===== src/rtl/i2c_cmd_sequencer.sv =====
// i2c_cmd_sequencer: buffers byte read/write commands in a small FIFO, issues
// them one at a time to an I2C master and returns each result on a
// valid/ready response port.
// Ports:
//   clk, rst                         clock, asynchronous active-low reset
//   cmd_valid/ready/rw/addr/data     command push interface
//   rsp_valid/ready/data/ack_error/timeout  response interface
//   m_write/m_read/m_addr/m_data_wr  strobes and operands to the master
//   m_data_rd/m_done/m_ack_error     results from the master
//   busy, cmd_count                  sequencer activity, FIFO occupancy
module i2c_cmd_sequencer #(
    parameter int unsigned DEPTH          = 4,
    parameter int unsigned PULSE_CYCLES   = 1000,
    parameter int unsigned TIMEOUT_CYCLES = 200000
) (
    input  logic                     clk,
    input  logic                     rst,
    input  logic                     cmd_valid,
    output logic                     cmd_ready,
    input  logic                     cmd_rw,
    input  logic [6:0]               cmd_addr,
    input  logic [7:0]               cmd_data,
    output logic                     rsp_valid,
    input  logic                     rsp_ready,
    output logic [7:0]               rsp_data,
    output logic                     rsp_ack_error,
    output logic                     rsp_timeout,
    output logic                     m_write,
    output logic                     m_read,
    output logic [6:0]               m_addr,
    output logic [7:0]               m_data_wr,
    input  logic [7:0]               m_data_rd,
    input  logic                     m_done,
    input  logic                     m_ack_error,
    output logic                     busy,
    output logic [$clog2(DEPTH):0]   cmd_count
);

    localparam int unsigned AW = $clog2(DEPTH);
    localparam int unsigned CW = AW + 1;
    localparam int unsigned PW = $clog2(PULSE_CYCLES + 1);
    localparam int unsigned TW = $clog2(TIMEOUT_CYCLES + 1);

    typedef struct packed {
        logic       rw;
        logic [6:0] addr;
        logic [7:0] data;
    } cmd_t;

    typedef enum logic [1:0] {S_IDLE, S_ISSUE, S_WAIT, S_RESP} state_e;

    state_e         state_q, state_d;
    cmd_t           fifo_q [DEPTH];
    cmd_t           cmd_in, head;
    logic [AW-1:0]  wr_ptr_q, rd_ptr_q;
    logic [CW-1:0]  count_q, count_d;
    logic           cmd_ready_q;
    logic           push, pop;
    logic           m_done_q, done_rise;
    logic           rw_q, rw_d;
    logic [6:0]     m_addr_q, m_addr_d;
    logic [7:0]     m_data_wr_q, m_data_wr_d;
    logic           m_write_q, m_write_d, m_read_q, m_read_d;
    logic [PW-1:0]  pulse_cnt_q, pulse_cnt_d;
    logic [TW-1:0]  to_cnt_q, to_cnt_d;
    logic           rsp_valid_q, rsp_valid_d;
    logic [7:0]     rsp_data_q, rsp_data_d;
    logic           rsp_ack_q, rsp_ack_d, rsp_to_q, rsp_to_d;
    logic           busy_q;

    assign cmd_in    = {cmd_rw, cmd_addr, cmd_data};
    assign head      = fifo_q[rd_ptr_q];
    // cmd_ready_q is registered, so a full FIFO never pushes even while popping.
    assign push      = cmd_valid & cmd_ready_q;
    assign done_rise = m_done & ~m_done_q;
    assign count_d   = count_q + CW'(push) - CW'(pop);

    // Next-state and registered-output logic.
    always_comb begin
        state_d     = state_q;
        pop         = 1'b0;
        rw_d        = rw_q;
        m_addr_d    = m_addr_q;
        m_data_wr_d = m_data_wr_q;
        m_write_d   = m_write_q;
        m_read_d    = m_read_q;
        pulse_cnt_d = pulse_cnt_q;
        to_cnt_d    = to_cnt_q;
        rsp_valid_d = rsp_valid_q;
        rsp_data_d  = rsp_data_q;
        rsp_ack_d   = rsp_ack_q;
        rsp_to_d    = rsp_to_q;
        case (state_q)
            S_IDLE: begin
                if (count_q != '0 && !rsp_valid_q) begin
                    pop         = 1'b1;
                    rw_d        = head.rw;
                    m_addr_d    = head.addr;
                    m_data_wr_d = head.data;
                    m_write_d   = ~head.rw;
                    m_read_d    = head.rw;
                    pulse_cnt_d = '0;
                    state_d     = S_ISSUE;
                end
            end
            S_ISSUE: begin
                if (pulse_cnt_q == PW'(PULSE_CYCLES - 1)) begin
                    m_write_d = 1'b0;
                    m_read_d  = 1'b0;
                    to_cnt_d  = '0;
                    state_d   = S_WAIT;
                end else begin
                    pulse_cnt_d = pulse_cnt_q + PW'(1);
                end
            end
            S_WAIT: begin
                if (done_rise) begin
                    rsp_valid_d = 1'b1;
                    rsp_data_d  = rw_q ? m_data_rd : 8'h00;
                    rsp_ack_d   = m_ack_error;
                    rsp_to_d    = 1'b0;
                    state_d     = S_RESP;
                end else if (to_cnt_q == TW'(TIMEOUT_CYCLES - 1)) begin
                    rsp_valid_d = 1'b1;
                    rsp_data_d  = 8'h00;
                    rsp_ack_d   = 1'b0;
                    rsp_to_d    = 1'b1;
                    state_d     = S_RESP;
                end else begin
                    to_cnt_d = to_cnt_q + TW'(1);
                end
            end
            S_RESP: begin
                if (rsp_ready) begin
                    rsp_valid_d = 1'b0;
                    state_d     = S_IDLE;
                end
            end
            default: state_d = S_IDLE;
        endcase
    end

    // FIFO storage; contents are don't-care while count is zero.
    always_ff @(posedge clk) begin
        if (push) fifo_q[wr_ptr_q] <= cmd_in;
    end

    // State and output registers.
    always_ff @(posedge clk or negedge rst) begin
        if (!rst) begin
            state_q     <= S_IDLE;
            wr_ptr_q    <= '0;
            rd_ptr_q    <= '0;
            count_q     <= '0;
            cmd_ready_q <= 1'b0;
            m_done_q    <= 1'b0;
            rw_q        <= 1'b0;
            m_addr_q    <= '0;
            m_data_wr_q <= '0;
            m_write_q   <= 1'b0;
            m_read_q    <= 1'b0;
            pulse_cnt_q <= '0;
            to_cnt_q    <= '0;
            rsp_valid_q <= 1'b0;
            rsp_data_q  <= '0;
            rsp_ack_q   <= 1'b0;
            rsp_to_q    <= 1'b0;
            busy_q      <= 1'b0;
        end else begin
            state_q     <= state_d;
            if (push) wr_ptr_q <= wr_ptr_q + AW'(1);
            if (pop)  rd_ptr_q <= rd_ptr_q + AW'(1);
            count_q     <= count_d;
            cmd_ready_q <= (count_d != CW'(DEPTH));
            m_done_q    <= m_done;
            rw_q        <= rw_d;
            m_addr_q    <= m_addr_d;
            m_data_wr_q <= m_data_wr_d;
            m_write_q   <= m_write_d;
            m_read_q    <= m_read_d;
            pulse_cnt_q <= pulse_cnt_d;
            to_cnt_q    <= to_cnt_d;
            rsp_valid_q <= rsp_valid_d;
            rsp_data_q  <= rsp_data_d;
            rsp_ack_q   <= rsp_ack_d;
            rsp_to_q    <= rsp_to_d;
            busy_q      <= (state_d != S_IDLE);
        end
    end

    assign cmd_ready     = cmd_ready_q;
    assign cmd_count     = count_q;
    assign m_write       = m_write_q;
    assign m_read        = m_read_q;
    assign m_addr        = m_addr_q;
    assign m_data_wr     = m_data_wr_q;
    assign rsp_valid     = rsp_valid_q;
    assign rsp_data      = rsp_data_q;
    assign rsp_ack_error = rsp_ack_q;
    assign rsp_timeout   = rsp_to_q;
    assign busy          = busy_q;

endmodule


===== config.mk =====
export PLATFORM = sky130hd
export DESIGN_NAME = i2c_cmd_sequencer
export DESIGN_NICKNAME = d
export VERILOG_FILES = /design/src/rtl/i2c_cmd_sequencer.sv
export SDC_FILE = /design/constraint.sdc
export NUM_CORES = 1
export LEC_CHECK = 0
export CORE_MARGIN = 2
export CORE_UTILIZATION = 30
export DETAILED_ROUTE_END_ITERATION = 6
export PLACE_DENSITY = 0.48
export SYNTH_ARGS = -nofsm -noshare
export SYNTH_HDL_FRONTEND = slang
export SYNTH_SLANG_ARGS = --single-unit

===== constraint.sdc =====
create_clock -name clk -period 9 [get_ports clk]
set_input_delay 1.8 -clock clk [delete_from_list [all_inputs] [get_ports clk]]
set_output_delay 1.8 -clock clk [all_outputs]
set_load 0.05 [all_outputs]

### Yosys cells after proc, flatten, opt, wreduce, memory -nomap -nowiden

Memory sizes are Yosys's and may differ from the RTL's.
Index checks and enable logic that the tools add are counted.

* output and inout bits: 33
* memories kept: 1
* word-level logic and storage cells: 89
* ROM bits: 0
* input bits: 30
* latch bits: 0
* RAM bits: 64
* register bits: 69

* magnitude comparators: 0
* div/mod/pow operators: 0
* multiplexer cells: 32
* reduce and logical (&&, ||, !) cells: 15
* shift-type cells: 0
* $add $sub $neg: 6
* $mul: 0
* bitwise gates (word level): 4
* eq/ne operators: 13

Memories
* fifo_q: words 4, width 16, rd ports 1, clocked after Yosys merged registers in 0, write ports 1, RTL line 53 `cmd_t fifo_q [DEPTH];`

Operators by type and width (number)
* $mux 18: 3
* $pmux 18 s2: 1
* $mux 8: 3
* $mux 10: 2
* $pmux 10 s2: 1
* $add 18x1->18 const B: 1
* $eq 18x18->1 const B: 1
* $mux 1: 13
* $ne 2x2->1 const B: 6
* $add 10x1->10 const B: 1
* $eq 10x10->1 const B: 1
* $mux 2: 5
* $reduce_bool 2->1: 5
* $reduce_and 3->1: 3
* $pmux 2 s4: 1
* $ne 3x3->1 const B: 2
* $pmux 1 s2: 3
* $add 2x1->2 const B: 2
* $eq 2x2->1 const B: 2
* $reduce_and 2->1: 2
* $reduce_and 4->1: 1
* $add 3x1->3: 1
* $reduce_bool 3->1: 1
* $sub 3x1->3: 1
* other kinds (6): 8

### Logic depth before layout (Yosys ltp)

Gate-level depths: netlist of the first run.

* word-level depth: 6
* gate-level depth with buffers: 12
* gate-level depth less buffers: 10

### Worst setup path before layout of the first run

Ideal clock, no wire load.

* path kind: input to register
* from: input port cmd_valid
* to: register cmd_ready_q (netlist: cmd_ready)
* library setup time: 0.125 ns
* path slack: 5.730 ns
* stages: 8
* path buffers: 0
* data required time: 8.875 ns
* data arrival time: 3.145 ns
* cell sequence: nand2_1 -> ha_1 -> inv_1 -> ha_1 -> fa_1 -> xnor2_1 -> xnor2_1 -> nand2_1

* longest elaborated chain between the ends: 4

RTL lines
* start, declared: RTL line 18 `input logic cmd_valid,`
* $and 1x1->1: RTL line 74 `assign push = cmd_valid & cmd_ready_q;`
* $add 3x1->3: RTL line 76 `assign count_d = count_q + CW'(push) - CW'(pop);`
* $sub 3x1->3: RTL line 76
* named net count_d[2]: RTL line 56 `logic [CW-1:0] count_q, count_d;`
* $ne 3x3->1: RTL line 174 `cmd_ready_q <= (count_d != CW'(DEPTH));`
* end signal, assigned: RTL line 174
* end, declared: RTL line 57 `logic cmd_ready_q;`

The timed path passes the listed nets, and every way through them passes these cells.
A chain may end at the register's enable or synchronous reset.

### Final worst setup path of the first run

* from: register rsp_valid_q (netlist: rsp_valid)
* to: output port rsp_valid

RTL lines
* start, declared: RTL line 66 `logic rsp_valid_q, rsp_valid_d;`
* start signal, assigned: RTL line 183 `rsp_valid_q <= rsp_valid_d;`
* end, declared: RTL line 23 `output logic rsp_valid,`

No word-level cell between the ends.

==> results.sh, run 1 <==
export IMPL_status="complete, no violations"
export IMPL_synth_top_area_share_pct=34.3
export IMPL_die_area_sq_um=19800
export IMPL_wl_met2_um=6080
export IMPL_power_switching_mw=0.762
export IMPL_hpwl_um=7640
export IMPL_clk_pin_slew_worst_paths_ps=60
export IMPL_fin_util_pct=38.6
export IMPL_dr_total_vias=3619
export IMPL_crit_type="reg2out"
export IMPL_synthArstFlopShare_pct=51.9
export IMPL_syn_cell_area_sq_um=5600
export IMPL_timing_critical_path_buf_inv=1
export IMPL_drt_iter0_markers=184
export IMPL_crit_arrival_ps=1680
export IMPL_slew_headroom_pct=21.4
export IMPL_grt_pass1_wl_um=20200
export IMPL_fin_skew_ps=7.99
export IMPL_hold_buffers=0
export IMPL_cts_max_level=4
export IMPL_yosysWarnings=0
export IMPL_vias_per_cell=5.01
export IMPL_synth_most_common_cell="dfrtp_1"
export IMPL_cts_root_buf="clkbuf_16"
export IMPL_fin_crit_sh_pct=38.7
export IMPL_yosys_top_cells_area="edfxtp_1 (34%), dfrtp_1 (31%), mux4_2 (6.4%), nand2_1 (4.6%), or4_1 (1.9%)"
export IMPL_r2r_start="state_q[0]"
export IMPL_min_to="m_addr[4]"
export IMPL_cts_buffers=17
export IMPL_start_util_pct=30.9
export IMPL_wl_met3_um=548
export IMPL_synth_cell_types=49
export IMPL_wl_um=12300
export IMPL_core_sq_um=18100
export IMPL_placed_cells=690
export IMPL_hold_violations=0
export IMPL_routabilityCongestion=0.770
export IMPL_path_max_fanout=4
export IMPL_pin_count=63
export IMPL_die_w_um=141
export IMPL_ant_nets=0
export IMPL_maxCapViolCount=0
export IMPL_cts_num_sinks=133
export IMPL_wl_per_cell_um=17.1
export IMPL_port_buffers=62
export IMPL_grt_antenna_before_repair=0
export IMPL_final_fill_count=1762
export IMPL_syn_avg_cell_area_sq_um=13.4
export IMPL_setup_tns_final_ps=0
export IMPL_top_layer="met4"
export IMPL_worst_r2r_cell_count=10
export IMPL_ff2ff_setup_slack_ps=5940
export IMPL_grt_max_degree=70
export IMPL_finalSetupViolCount=0
export IMPL_vdd_ir_drop_max_v=0.000181
export IMPL_period_needed_ps=3480
export IMPL_crit_path_end_kind="primary output"
export IMPL_cts_resized=0
export IMPL_wl_met1_um=5510
export IMPL_synth_edf_count=64
export IMPL_comb_power_share_pct=29.1
export IMPL_ys_ff_latch=133
export IMPL_diodes=0
export IMPL_multiInputGateArea_sq_um=1840
export IMPL_p_sw_share_pct=35.1
export IMPL_grt_pass1_vias=3758
export IMPL_die_h_um=141
export IMPL_layoutNonFillerInstCount=722
export IMPL_drc=0
export IMPL_cts_tree="built"
export IMPL_drv_slew=0
export IMPL_min_path_type="reg2reg"
export IMPL_overflow=0
export IMPL_power_share_clock_pct=30.9
export IMPL_synthCells=417
export IMPL_row_count=49
export IMPL_startpoint_type="flop"
export IMPL_insertion_delay_ps=420
export IMPL_synth_common_cells="dfrtp_1 (69), nand2_1 (68), edfxtp_1 (64)"
export IMPL_ys_seq_area_share_pct=65.1
export IMPL_p_leak_nw=2.66
export IMPL_max_stage_delay_ps=840
export IMPL_synthFlopType="dfrtp_1"
export IMPL_worstMarginPinSlew_ps=1170
export IMPL_whs_path_depth=2
export IMPL_cts_setup_buffers=0
export IMPL_crit_chain="clkdlybuf4s50_1"
export IMPL_sequentialPowerShare_pct=40.0
export IMPL_regArea_sq_um=3650
export IMPL_clk_path_buf_depth=2
export IMPL_syn_to_final_growth_pct=25.2
export IMPL_min_from="m_addr[4]"
export IMPL_fin_nets=519
export IMPL_track_usage_pct=13.4
export IMPL_crit_family="buffers and inverters"
export IMPL_drtPass1Iterations=4
export IMPL_cp_data_required_time_ps=7200
export IMPL_synth_nets=456
export IMPL_r2r_end="cmd_ready"
export IMPL_crit_slowest_cell="clkdlybuf4s50_1"
export IMPL_drive_gt1_share_pct=12.0
export IMPL_max_freq_mhz=287
export IMPL_powerDensity_nw_per_um2=310
export IMPL_rsz0062_at_grt="no"
export IMPL_synth_top_area_cell="edfxtp_1"
export IMPL_internal_power_mw=1.41
==> power by group through the flow <==
stage	Clock (mW)	Combinational, mW	Sequential [mW]
4_1_cts	0.688	0.645	0.874
5_1_grt	0.716	0.686	0.887
3_3_place_gp	0	0.636	0.879
2_1_floorplan	0	0.297	1.01
3_5_place_dp	0	0.643	0.884
6_report	0.672	0.632	0.869
==> sequential cells by signal (all words and copies together), names as in the netlist, 3 cells and up <==
register and count:
cmd_count 3, fifo_q 64, m_addr 7, m_data_wr 8, pulse_cnt_q 10, rsp_data 8, to_cnt_q 18
==> worst max path at each step <==
stage,startpoint,endpoint,slack (ps),cells after the start
after floorplan,cmd_valid,cmd_ready,5730,8
after global placement,cmd_valid,cmd_ready,5170,9
final,rsp_valid,rsp_valid,5520,1
after CTS,rsp_valid,rsp_valid,5490,1
after detailed placement,cmd_valid,cmd_ready,5100,9
after global routing,cmd_valid,cmd_ready,5410,9
==> tightest hold or removal path: stages (launching register included) <==
cell,delay (ps)
dfrtp_1,340
nand2_1,50
nand2_1,50
==> cell type report <==
class                           instances  share of cell area [%]
Clock buffer                           17                    6.07
Timing Repair Buffer                   65                    9.14
Inverter                                6                   0.321
Sequential cell                       133                    52.1
Multi-Input combinational cell        257                    26.3
Tap cell                              229                    4.09
Clock inverter                         15                    2.05
==> layout by cell type (no fill, tap or decap), types with 3 or more instances in the layout <==
cell type	instances
a21oi_1	17
a22o_1	9
and2_1	5
and3_1	7
buf_4	4
clkbuf_16	17
clkdlybuf4s50_1	61
clkinv_4	3
dfrtp_1	69
edfxtp_1	64
ha_1	8
inv_1	5
inv_6	6
mux4_2	16
nand2_1	68
nand2b_1	4
nand3_1	11
nand4_1	7
nor2_1	15
nor2b_1	3
nor3_1	5
o21ai_0	11
o31ai_1	13
o41ai_1	3
or4_1	14
or4b_1	3
xnor2_1	7
xor2_1	4
==> stage by stage <==
| stage | worst slack [ps] | hold slack, ps | cell area, sq um | power, mW |
|---|---|---|---|---|
| global route | 5410 | 491 | 7010 | 2.29 |
| CTS | 5490 | 477 | 7010 | 2.21 |
| finish | 5520 | 471 | 7010 | 2.17 |
| floorplan | 5730 | 441 | 5600 | 1.31 |
| detailed placement | 5100 | 461 | 6440 | 1.53 |
| global placement | 5170 | 460 | 6440 | 1.52 |
==> routing by layer <==
layer  GRT usage [%]  vias to the layer above
met5               0                        -
li1                -                     1698
met4            4.89                        0
met1            16.6                     1830
met2            22.1                       74
met3            4.11                       17
==> cells by family after synthesis <==
| kind of cell | share of synthesized area, % |
|---|---|
| xor gates and xnor gates | 1.72 |
| AOI/OAI and AO/OA | 8.18 |
| adders and majority gates | 2.14 |
| buffers and inverters | 2.06 |
| and+or+nand+nor | 14.1 |
| muxes | 6.64 |
| DFF | 65.1 |
Note: power is estimated with default switching activity, not from simulation.
==> inputs of run 2 (changes only) <==
--- a/config.mk
+++ b/config.mk
@@ -8,7 +8,7 @@
 export CORE_MARGIN = 2
 export CORE_UTILIZATION = 30
 export DETAILED_ROUTE_END_ITERATION = 6
-export PLACE_DENSITY = 0.48
+export PLACE_DENSITY = 0.5
 export SYNTH_ARGS = -nofsm -noshare
 export SYNTH_HDL_FRONTEND = slang
 export SYNTH_SLANG_ARGS = --single-unit
==> constraint.sdc (replaced) <==
create_clock -name clk -period 3.1 [get_ports clk]
set_input_delay 0.62 -clock clk [delete_from_list [all_inputs] [get_ports clk]]
set_output_delay 0.62 -clock clk [all_outputs]
set_load 0.05 [all_outputs]
==> run 2 against run 1 <==
Against the previous run: total power rose to 2.9 times the previous value; critical endpoint is now to_cnt_q[8]; highest routed layer unchanged; routed wire length is 2.0% lower; core utilization up 0.14 points; via count down 0.66%; global-route usage decreased by 0.53 points; largest power group unchanged; first-iteration DRC count down 20%; critical path depth rose by 4; clock power rose to 2.7 times the previous value; worst setup slack got worse by 4900 ps; register-to-register slack got worse by 5300 ps.
==> results.sh, run 2 (same netlist as run 1, synthesis figures left out) <==
export IMPL_drc=0
export IMPL_period_needed_ps=2480
export IMPL_cts_max_level=4
export IMPL_finalSetupViolCount=0
export IMPL_die_w_um=141
export IMPL_vias_per_cell=4.91
export IMPL_cp_data_required_time_ps=3440
export IMPL_largest_register="fifo_q"
export IMPL_core_sq_um=18100
export IMPL_grt_pass1_wl_um=19600
export IMPL_endpoint="to_cnt_q[8]"
export IMPL_top_regs="fifo_q: 64 flops, to_cnt_q: 18 flops, pulse_cnt_q: 10 flops"
export IMPL_max_freq_mhz=404
export IMPL_die_h_um=141
export IMPL_p_leak_nw=2.69
export IMPL_grt_max_degree=34
export IMPL_overflow=0
export IMPL_crit_path_end_kind="flop"
export IMPL_die_area_sq_um=19800
export IMPL_cp_startpoint="pulse_cnt_q[4]"
export IMPL_final_common_cell="dfrtp_1"
export IMPL_slew_headroom_pct=58.0
export IMPL_fin_crit_sh_pct=79.9
export IMPL_start_util_pct=30.9
export IMPL_min_path_type="in2async"
export IMPL_fin_skew_ps=8.78
export IMPL_drt_iter0_markers=148
export IMPL_maxCapViolCount=0
export IMPL_powerDensity_nw_per_um2=880
export IMPL_rsz0062_at_grt="no"
export IMPL_routabilityCongestion=0.786
export IMPL_status="complete, no violations"
export IMPL_track_usage_pct=12.8
export IMPL_hpwl_um=7880
export IMPL_cts_root_buf="clkbuf_16"
export IMPL_cts_tree="built"
export IMPL_wl_per_cell_um=16.5
export IMPL_layout_cells_most_common_list="dfrtp_1 (69), nand2_1 (68), edfxtp_1 (64)"
export IMPL_pre_cts_ws_ps=404
export IMPL_grt_antenna_before_repair=0
export IMPL_pin_count=63
export IMPL_port_buffers=62
export IMPL_drtPass1Iterations=4
export IMPL_final_fill_count=1742
export IMPL_worst_r2r_cell_count=5
export IMPL_multiInputGateArea_sq_um=1840
export IMPL_worstMarginPinSlew_ps=630
export IMPL_largest_reg_flops=64
export IMPL_syn_to_final_growth_pct=25.6
export IMPL_startpoint_type="flop"
export IMPL_vdd_ir_drop_max_v=0.000475
export IMPL_hold_violations=0
export IMPL_crit_arrival_ps=2810
export IMPL_path_max_fanout=33
export IMPL_fin_nets=529
export IMPL_setup_slack_ps=624
export IMPL_clk_pin_slew_worst_paths_ps=60
export IMPL_cts_buffers=17
export IMPL_row_count=49
export IMPL_grt_pass1_vias=3724
export IMPL_cts_resized=0
export IMPL_r2r_start="pulse_cnt_q[4]"
export IMPL_drive_gt1_share_pct=13.5
export IMPL_drv_slew=0
export IMPL_clk_path_buf_depth=2
export IMPL_ant_nets=0
export IMPL_cts_num_sinks=133
export IMPL_crit_type="reg2reg"
export IMPL_cts_setup_buffers=0
export IMPL_wl_um=12100
export IMPL_setup_tns_final_ps=0
export IMPL_diodes=0
export IMPL_insertion_delay_ps=410
export IMPL_dr_total_vias=3595
export IMPL_hold_buffers=0
export IMPL_regArea_sq_um=3650
export IMPL_ff2ff_setup_slack_ps=620
export IMPL_r2r_end="to_cnt_q[8]"
## run 2: layout make-up
type,instances,share of cell area [%]
Timing Repair Buffer,75,10.1
Clock buffer,19,6.15
Sequential cell,133,51.9
Tap cell,229,4.07
Clock inverter,13,1.35
Multi-Input combinational cell,257,26.1
Inverter,6,0.320
## run 2: worst min path at each step
stage / to / slack [ps] / depth (start not counted) / startpoint
after floorplan: busy / 320 / 0 / rst
after global placement: rw_q / 460 / 1 / rw_q
after detailed placement: rw_q / 470 / 1 / rw_q
after CTS: cmd_count[2] / 240 / 1 / rst
after global routing: cmd_count[2] / 260 / 1 / rst
final: to_cnt_q[10] / 230 / 1 / rst
## run 2: routing by layer
metal  GRT usage [%]  vias up  wire length, um
met5               0        -                0
met4            4.26        0              189
met3            4.38       15              470
met2            21.6       52             6190
met1            15.5     1815             5240
li1                -     1713                -
## run 2: where the power goes
group / internal, mW / leakage [nW] / total (mW) / switching, mW
logic: 0.740 / 0.951 / 1.90 / 1.16
clock network: 1.03 / 0.259 / 1.80 / 0.773
registers: 2.26 / 1.48 / 2.50 / 0.239
total: 4.02 / 2.69 / 6.19 / 2.17
## run 2: stage by stage
step / power [mW] / instance area, sq um / hold slack [ps] / cells / utilization [%]
2_1_floorplan: 3.79 / 5600 / 324 / 417 / -
3_3_place_gp: 4.43 / 6510 / 460 / 700 / 35.9
3_5_place_dp: 4.46 / 6510 / 467 / 700 / 35.9
4_1_cts: 6.30 / 7040 / 242 / 732 / 38.8
5_1_grt: 6.53 / 7040 / 260 / 732 / 38.8
6_report: 6.19 / 7040 / 229 / 732 / 38.8
## run 2: critical path, cell delays in order (launching register included)
cell     delay (ps)
dfrtp_1         410
or3b_4          440
o31ai_4         360
nand2_2         410
or4b_1          620
a21oi_1         160
==> inputs of run 3 (changes only) <==
--- a/config.mk
+++ b/config.mk
@@ -8,7 +8,7 @@
 export CORE_MARGIN = 2
 export CORE_UTILIZATION = 30
 export DETAILED_ROUTE_END_ITERATION = 6
-export PLACE_DENSITY = 0.5
+export PLACE_DENSITY = 0.48
 export SYNTH_ARGS = -nofsm -noshare
 export SYNTH_HDL_FRONTEND = slang
 export SYNTH_SLANG_ARGS = --single-unit
==> constraint.sdc (replaced) <==
create_clock -name clk -period 2.31 [get_ports clk]
set_input_delay 0.462 -clock clk [delete_from_list [all_inputs] [get_ports clk]]
set_output_delay 0.462 -clock clk [all_outputs]
set_load 0.05 [all_outputs]
==> run 3 against run 2 <==
Against the previous run: sequential cell count unchanged; clock power increased by 54%; combinational power increased by 47%; register-to-register slack got worse by 530 ps; sequential power increased by 32%; hold slack improved by 250 ps; global-route usage increased by 0.84 points; cell area increased by 4.7%; worst setup slack got worse by 530 ps; total power increased by 43%; critical endpoint is now cmd_ready.
==> results.sh, run 3 (same netlist as run 1, synthesis figures left out) <==
export IMPL_status="complete, no violations"
export IMPL_drive_gt1_share_pct=19.2
export IMPL_multiInputGateArea_sq_um=1880
export IMPL_layout_cells_most_common_list="nand2_1 (68), dfrtp_1 (64), edfxtp_1 (64)"
export IMPL_worst_r2r_cell_count=9
export IMPL_final_fill_count=1738
export IMPL_ant_nets=0
export IMPL_cts_root_buf="clkbuf_16"
export IMPL_final_common_cell="nand2_1"
export IMPL_layoutNonFillerInstCount=751
export IMPL_cts_max_level=4
export IMPL_dr_total_vias=3699
export IMPL_top_regs="fifo_q: 64 flops, to_cnt_q: 18 flops, pulse_cnt_q: 10 flops"
export IMPL_diodes=0
export IMPL_maxCapViolCount=0
export IMPL_hold_violations=0
export IMPL_track_usage_pct=13.7
export IMPL_drt_iter0_markers=182
export IMPL_path_max_fanout=3
export IMPL_syn_to_final_growth_pct=31.5
export IMPL_powerDensity_nw_per_um2=1210
export IMPL_finalSetupViolCount=0
export IMPL_largest_reg_flops=64
export IMPL_regArea_sq_um=3650
export IMPL_wl_um=12600
export IMPL_die_area_sq_um=19800
export IMPL_insertion_delay_ps=420
export IMPL_slew_headroom_pct=64.5
export IMPL_die_w_um=141
export IMPL_crit_type="reg2reg"
export IMPL_grt_antenna_before_repair=0
export IMPL_cts_tree="built"
export IMPL_drv_slew=0
export IMPL_timing_hold_ws_ps=478
export IMPL_pin_count=63
export IMPL_wl_per_cell_um=16.8
export IMPL_grt_pass1_wl_um=20800
export IMPL_rsz0062_at_grt="no"
export IMPL_vdd_ir_drop_max_v=0.000650
export IMPL_hpwl_um=8170
export IMPL_port_buffers=62
export IMPL_cts_buffers=17
export IMPL_core_sq_um=18100
export IMPL_fin_util_pct=40.6
export IMPL_grt_max_degree=41
export IMPL_die_h_um=141
export IMPL_cts_num_sinks=133
export IMPL_worstMarginPinSlew_ps=531
export IMPL_fin_skew_ps=10.4
export IMPL_largest_register="fifo_q"
export IMPL_clk_pin_slew_worst_paths_ps=60
export IMPL_clk_path_buf_depth=2
export IMPL_fin_nets=548
export IMPL_vias_per_cell=4.93
export IMPL_drc=0
export IMPL_row_count=49
export IMPL_fin_crit_sh_pct=96.1
export IMPL_placed_cells=717
export IMPL_period_needed_ps=2220
export IMPL_start_util_pct=30.9
export IMPL_fin_total_pwr_mw=8.88
export IMPL_min_path_type="reg2reg"
export IMPL_overflow=0
export IMPL_p_leak_nw=2.84
export IMPL_drtPass1Iterations=4
export IMPL_startpoint_type="flop"
export IMPL_cp_data_required_time_ps=2620
export IMPL_routabilityCongestion=0.753
export IMPL_crit_path_end_kind="flop"
export IMPL_whs_path_depth=2
export IMPL_crit_arrival_ps=2530
export IMPL_grt_pass1_vias=3857
export IMPL_max_freq_mhz=450
-- run 3: final timing paths --
path / start / end / slack, ps
worst max-delay path: state_q[0] / cmd_ready / 90
worst min-delay path: m_addr[2] / m_addr[2] / 480
worst max register to register: state_q[0] / cmd_ready / 90
worst min register to register: m_addr[2] / m_addr[2] / 480
max in group asynchronous: rst / m_addr[3] / 1200
min in group asynchronous: rst / to_cnt_q[14] / 530
-- run 3: stage by stage --
stage | TNS [ps] | instance area [sq um] | setup WS [ps]
finish | 0 | 7370 | 89.7
global route | 0 | 7370 | 8.24
CTS | 0 | 7350 | 12.9
detailed placement | -149 | 6730 | -129
global placement | -55.2 | 6730 | -55.2
floorplan | -525 | 5660 | -278
-- run 3: layout make-up --
| class | count | area share [%] |
|---|---|---|
| Clock buffer | 18 | 5.96 |
| Clock inverter | 14 | 2.29 |
| Sequential cell | 133 | 49.6 |
| Timing Repair Buffer | 94 | 12.4 |
| Tap cell | 229 | 3.89 |
| Inverter | 6 | 0.306 |
| Multi-Input combinational cell | 257 | 25.6 |
-- run 3: power breakdown --
part           total, mW  leakage [nW]  internal [mW]  switching, mW
Clock               2.77         0.301           1.66           1.12
Sequential          3.31          1.47           3.03          0.275
Combinational       2.80          1.07           1.15           1.65
-- run 3: worst max-delay path, stage by stage (launching register included) --
cell	delay, ps
dfrtp_2	420
or4_4	550
inv_2	100
ha_4	130
inv_2	40
ha_4	150
fa_2	340
xnor2_2	180
xnor2_2	140
nand2_1	60
-- run 3: routing by layer --
layer | global-route usage [%] | part of all wire, %
met2 | 22.9 | 50
met3 | 4.01 | 3.4
met4 | 4.89 | 1.5
met1 | 16.9 | 45
met5 | 0 | 0
-- run 3: timing repair --
action	in CTS	in global routing
resized for setup	0	2
setup endpoints to repair	0	1
hold buffers	1	0
hold endpoints to repair	11	0
buffers inserted	0	1
